**src/rtl/if_id_stage.sv**
```systemverilog
`default_nettype none
// +--------------------------------------------------------------------------+
// | if_id_stage : fetch-to-decode 2-entry skid buffer with opcode decode.    |
// | Rev 1.0                                                                  |
// +--------------------------------------------------------------------------+
module if_id_stage #(
  parameter int          XLEN     = 32,
  parameter logic [31:0] NOP_INST = 32'h0000_0013
) (
  input  logic            clk,
  input  logic            rstn,
  input  logic            in_valid,
  output logic            in_ready,
  input  logic [XLEN-1:0] pcin,
  input  logic [XLEN-1:0] instin,
  input  logic            out_ready,
  input  logic            flush,
  output logic            out_valid,
  output logic [XLEN-1:0] pcout,
  output logic [XLEN-1:0] instout,
  output logic [2:0]      imgsel,
  output logic [4:0]      rs1,
  output logic [4:0]      rs2,
  output logic [4:0]      rd,
  output logic            illegal
);

  localparam logic [6:0] c_OPC_LOAD   = 7'b0000011;
  localparam logic [6:0] c_OPC_OPIMM  = 7'b0010011;
  localparam logic [6:0] c_OPC_JALR   = 7'b1100111;
  localparam logic [6:0] c_OPC_STORE  = 7'b0100011;
  localparam logic [6:0] c_OPC_BRANCH = 7'b1100011;
  localparam logic [6:0] c_OPC_LUI    = 7'b0110111;
  localparam logic [6:0] c_OPC_AUIPC  = 7'b0010111;
  localparam logic [6:0] c_OPC_JAL    = 7'b1101111;
  localparam logic [6:0] c_OPC_OP     = 7'b0110011;

  localparam logic [2:0] c_IMM_I    = 3'b000;
  localparam logic [2:0] c_IMM_S    = 3'b001;
  localparam logic [2:0] c_IMM_B    = 3'b010;
  localparam logic [2:0] c_IMM_U    = 3'b011;
  localparam logic [2:0] c_IMM_J    = 3'b100;
  localparam logic [2:0] c_IMM_NONE = 3'b111;

  logic            r_out_valid;
  logic            r_skid_valid;
  logic            r_in_ready;
  logic [XLEN-1:0] r_pc;
  logic [XLEN-1:0] r_inst;
  logic [XLEN-1:0] r_skid_pc;
  logic [XLEN-1:0] r_skid_inst;

  logic            w_accept;
  logic            w_advance;
  logic            w_out_valid_nxt;
  logic            w_skid_valid_nxt;
  logic [XLEN-1:0] w_pc_nxt;
  logic [XLEN-1:0] w_inst_nxt;
  logic [XLEN-1:0] w_skid_pc_nxt;
  logic [XLEN-1:0] w_skid_inst_nxt;

  assign w_accept  = in_valid & r_in_ready;
  assign w_advance = ~r_out_valid | out_ready;

  always_comb begin
    w_out_valid_nxt  = r_out_valid;
    w_skid_valid_nxt = r_skid_valid;
    w_pc_nxt         = r_pc;
    w_inst_nxt       = r_inst;
    w_skid_pc_nxt    = r_skid_pc;
    w_skid_inst_nxt  = r_skid_inst;
    if (flush) begin
      w_out_valid_nxt  = 1'b0;
      w_skid_valid_nxt = 1'b0;
    end else if (w_advance) begin
      if (r_skid_valid) begin
        w_out_valid_nxt = 1'b1;
        w_pc_nxt        = r_skid_pc;
        w_inst_nxt      = r_skid_inst;
        if (w_accept) begin
          w_skid_pc_nxt   = pcin;
          w_skid_inst_nxt = instin;
        end else begin
          w_skid_valid_nxt = 1'b0;
        end
      end else if (w_accept) begin
        w_out_valid_nxt = 1'b1;
        w_pc_nxt        = pcin;
        w_inst_nxt      = instin;
      end else begin
        w_out_valid_nxt = 1'b0;
      end
    end else if (w_accept) begin
      w_skid_valid_nxt = 1'b1;
      w_skid_pc_nxt    = pcin;
      w_skid_inst_nxt  = instin;
    end
  end

  // in_ready is registered from the next skid state so it costs no input-side logic.
  always_ff @(posedge clk) begin
    if (!rstn) begin
      r_out_valid  <= 1'b0;
      r_skid_valid <= 1'b0;
      r_in_ready   <= 1'b0;
      r_pc         <= '0;
      r_inst       <= NOP_INST;
      r_skid_pc    <= '0;
      r_skid_inst  <= '0;
    end else begin
      r_out_valid  <= w_out_valid_nxt;
      r_skid_valid <= w_skid_valid_nxt;
      r_in_ready   <= ~w_skid_valid_nxt;
      r_pc         <= w_pc_nxt;
      r_inst       <= w_inst_nxt;
      r_skid_pc    <= w_skid_pc_nxt;
      r_skid_inst  <= w_skid_inst_nxt;
    end
  end

  always_comb begin
    imgsel  = c_IMM_NONE;
    illegal = 1'b0;
    case (r_inst[6:0])
      c_OPC_LOAD, c_OPC_OPIMM, c_OPC_JALR: imgsel = c_IMM_I;
      c_OPC_STORE:                         imgsel = c_IMM_S;
      c_OPC_BRANCH:                        imgsel = c_IMM_B;
      c_OPC_LUI, c_OPC_AUIPC:              imgsel = c_IMM_U;
      c_OPC_JAL:                           imgsel = c_IMM_J;
      c_OPC_OP:                            imgsel = c_IMM_NONE;
      default:                             illegal = 1'b1;
    endcase
  end

  assign in_ready  = r_in_ready;
  assign out_valid = r_out_valid;
  assign pcout     = r_pc;
  assign instout   = r_inst;
  assign rs1       = r_inst[19:15];
  assign rs2       = r_inst[24:20];
  assign rd        = r_inst[11:7];

endmodule
`default_nettype wire

```
**config.mk**
```make
export PLATFORM = sky130hd
export DESIGN_NAME = if_id_stage
export DESIGN_NICKNAME = d
export VERILOG_FILES = /design/src/rtl/if_id_stage.sv
export SDC_FILE = /design/constraint.sdc
export NUM_CORES = 1
export LEC_CHECK = 0
export ABC_AREA = 0
export BUFFER_PORTS_ARGS = -buffer_cell sky130_fd_sc_hd__clkbuf_2
export CORE_MARGIN = 4
export CORE_UTILIZATION = 49
export DETAILED_ROUTE_END_ITERATION = 10
export PLACE_DENSITY = 0.78
export RECOVER_POWER = 25
export SETUP_SLACK_MARGIN = 0.4
export SLEW_MARGIN = 15
export SYNTH_ARGS = -nofsm -noshare
export SYNTH_HDL_FRONTEND = slang
export SYNTH_SLANG_ARGS = --single-unit
export TNS_END_PERCENT = 30
```
**constraint.sdc**
```tcl
create_clock -name clk -period 1.8 [get_ports clk]
set_input_delay 0.27 -clock clk [delete_from_list [all_inputs] [get_ports clk]]
set_output_delay 0.27 -clock clk [all_outputs]
set_load 0.05 [all_outputs]
```
==> results.json <==
{
  "row_count": 40,
  "syn_to_final_growth_pct": 32.9,
  "clockPowerShare_pct": 46.5,
  "cts-root-buf": "clkbuf_16",
  "whs_ns": 0.0997,
  "rsz0062_at_grt": "yes",
  "cp_num_buf_inv": 2,
  "start_util_pct": 50.6,
  "die_h_microns": 120,
  "port_buffers": 153,
  "p_sw_mw": 1.82,
  "path_delay_family": "flip-flops",
  "slowest_stage": "dfxtp_4",
  "netSwitchingFraction_pct": 24.9,
  "clk_latency_ns": 0.41,
  "slew_headroom_pct": 57.2,
  "track_usage_pct": 20.5,
  "cts_tree": "built",
  "total_power_mw": 7.32,
  "violations": "setup timing",
  "htree_levels": 4,
  "highest_layer": "met4",
  "post-route-min-period_ns": 1.80,
  "ios": 154,
  "clkTransAtPathRegs_ns": 0.05,
  "die_width_microns": 120,
  "intPower_mw": 5.50,
  "max_cap_viol_count": 0,
  "synthCells": 674,
  "grt_overflow": 0,
  "detail_route.vias_per_cell": 5.02,
  "met2_length_microns": 8020,
  "setup_ws_ns": -0.00300,
  "cts_hold_buf": 0,
  "finalCritPeriodShare_pct": 100,
  "ant_nets": 0,
  "skew_ns": 0.00688,
  "crit_arrival_ns": 1.53,
  "cp-end-kind": "output port",
  "fmax_ghz": 0.555,
  "wl_per_cell_microns": 16.3,
  "syn_nets": 743,
  "m1WireLength_microns": 7410,
  "crit_fanout": 4,
  "crit_path_start_kind": "flop",
  "sequentialPowerShare_pct": 41.0,
  "ys_seq_area_share_pct": 42.6,
  "tightest_slew_ns": 0.645,
  "status": "finished with violations",
  "cp_cell_sequence": "nand2b_4 -> buf_4 -> a21oi_2 -> nand4_1 -> buf_8",
  "clockBufferDepth": 2,
  "antenna_found_initial": 0,
  "cts_made_buffers": 17,
  "nets": 891,
  "ys_ff_latch": 131,
  "place_congestion": 0.741,
  "crit_type": "reg -> out",
  "diodes": 0,
  "totalWireLength_microns": 16300,
  "hp-class": "in -> reg",
  "drt_iter0_markers": 295,
  "grt_pass1_wl_microns": 23700,
  "hold_viol_final": 0,
  "vdd_ir_drop_max_v": 0.000734,
  "final_max_slew_viol_count": 0,
  "p_leak_nw": 3.58,
  "vias": 5034,
  "dr.pass1.iters": 5,
  "wl_met3_microns": 696,
  "die-area_sq_mm": 0.0144,
  "pwr-share-comb_pct": 12.4,
  "core_sq_mm": 0.0122,
  "required_ns": 1.53,
  "netlist_area_sq_mm": 0.00615,
  "cts_sinks": 131,
  "cellPowerDensity_mw_per_mm2": 895,
  "synth.avg_cell_area_sq_um": 9.13,
  "yosysWarnings": 0,
  "drc": 0,
  "grt_pass1_vias": 4770,
  "grt_max_degree": 120,
  "finalSetupViolCount": 1,
  "post-dp-hpwl_microns": 8720,
  "synth_cell_types": 27,
  "drive_gt1_share_pct": 30.8,
  "place_ws_ns": 0.164,
  "slowest_delay_ns": 0.36
}
==> layer usage <==
metal,GRT usage (%),up-vias
met5,0,-
met1,26.8,2381
met4,6.44,0
met2,33.8,120
met3,4.67,15
li1,-,2518
==> through the flow <==
stage | cell area [sq um] | cells | util [%] | TNS [ns]
final | 8180 | 1002 | 67.3 | -0.00300
after global routing | 8180 | 1002 | 67.3 | -0.255
after CTS | 7900 | 988 | 65.0 | 0
after detailed placement | 7020 | 944 | 57.7 | 0
after global placement | 7020 | 944 | 57.7 | 0
after floorplan | 6240 | 674 | - | 0
==> synthesized netlist by cell type <==
library cell | n | share of area, %
a2111oi_0 | 1 | 0.14
a211oi_1 | 2 | 0.24
a21boi_0 | 1 | 0.12
a21oi_1 | 3 | 0.24
and2_1 | 1 | 0.10
buf_1 | 3 | 0.18
buf_2 | 8 | 0.65
buf_4 | 22 | 2.7
buf_6 | 6 | 1.1
clkbuf_1 | 27 | 1.6
dfxtp_1 | 131 | 43
inv_1 | 1 | 0.061
mux2_2 | 64 | 12
mux2i_1 | 128 | 21
nand2_1 | 258 | 16
nand2b_1 | 6 | 0.61
nand4_1 | 1 | 0.10
nand4b_1 | 1 | 0.14
nor2_1 | 2 | 0.12
nor2b_1 | 1 | 0.10
nor3b_1 | 1 | 0.12
nor4_1 | 1 | 0.10
o211ai_1 | 1 | 0.12
o21bai_1 | 1 | 0.12
o311ai_0 | 1 | 0.14
o31ai_1 | 1 | 0.12
or3b_1 | 1 | 0.14
==> worst reg2reg max path, cell delays in order (launching register included) <==
cell	delay, ns
dfxtp_4	0.35
nand2b_1	0.16
clkbuf_1	0.20
a211oi_4	0.31
buf_6	0.16
clkbuf_16	0.15
buf_16	0.13
mux2i_1	0.22
==> area by class of cell <==
class | count | area, sq um
clock buffer | 27 | 513
clock inverter | 4 | 70.1
fill | 993 | 3980
inverter | 1 | 3.75
multi-input combinational | 478 | 3290
sequential | 131 | 2660
tap | 168 | 210
timing repair buffer | 193 | 1440
==> flip-flops by register name (all words and copies together) (netlist names) <==
signal	flops
r_skid_pc	32
r_skid_valid	1
r_skid_inst	32
pcout	32
out_valid	1
in_ready	1
instout	32
==> kinds of logic after synthesis <==
kind of cell,share of synthesized area [%]
simple gates,17.3
mux,32.5
flops,42.6
buf+inv,6.32
compound gates,1.26
==> power by group through the flow <==
stage | clock network, mW | registers (mW) | logic (mW)
2_1_floorplan | 0 | 3.23 | 0.444
3_3_place_gp | 0 | 3.06 | 0.824
3_5_place_dp | 0 | 3.06 | 0.831
4_1_cts | 3.44 | 3.00 | 0.893
5_1_grt | 3.58 | 3.01 | 0.974
6_report | 3.41 | 3.00 | 0.911
==> worst paths after layout <==
path / start / end / slack (ns) / depth (start not counted)
min reg2reg: r_skid_inst[5]$_SDFFE_PN0P_ / r_skid_inst[5]$_SDFFE_PN0P_ / 0.45 / 2
max: instout[4]$_SDFFE_PN1P_ / illegal / -0.003 / 5
max reg2reg: out_valid$_SDFFE_PP0N_ / r_skid_pc[8]$_SDFFE_PN0P_ / 0.04 / 7
min: instin[5] / r_skid_inst[5]$_SDFFE_PN0P_ / 0.1 / 3
==> timing repair <==
action / 4_1_cts / 5_1_grt
endpoints found under the setup margin: 132 / 141
gates cloned: 5 / 9
buffers inserted: 8 / 5
pin swaps: 2 / 7
gates resized for setup: 27 / 43
==> cell usage in the layout, fill, tap and decap left out, types with 2 or more instances in the layout <==
| cell type | instances |
|---|---|
| a211oi_4 | 2 |
| buf_12 | 8 |
| buf_16 | 6 |
| buf_2 | 5 |
| buf_4 | 10 |
| buf_6 | 5 |
| buf_8 | 9 |
| bufinv_16 | 2 |
| clkbuf_1 | 56 |
| clkbuf_16 | 23 |
| clkbuf_2 | 91 |
| clkbuf_8 | 6 |
| clkinv_2 | 2 |
| dfxtp_1 | 121 |
| dfxtp_4 | 9 |
| mux2_2 | 60 |
| mux2_4 | 4 |
| mux2i_1 | 128 |
| nand2_1 | 257 |
| nand2b_1 | 5 |
| or3b_4 | 3 |
No activity file was read; power rests on OpenSTA's default activity.
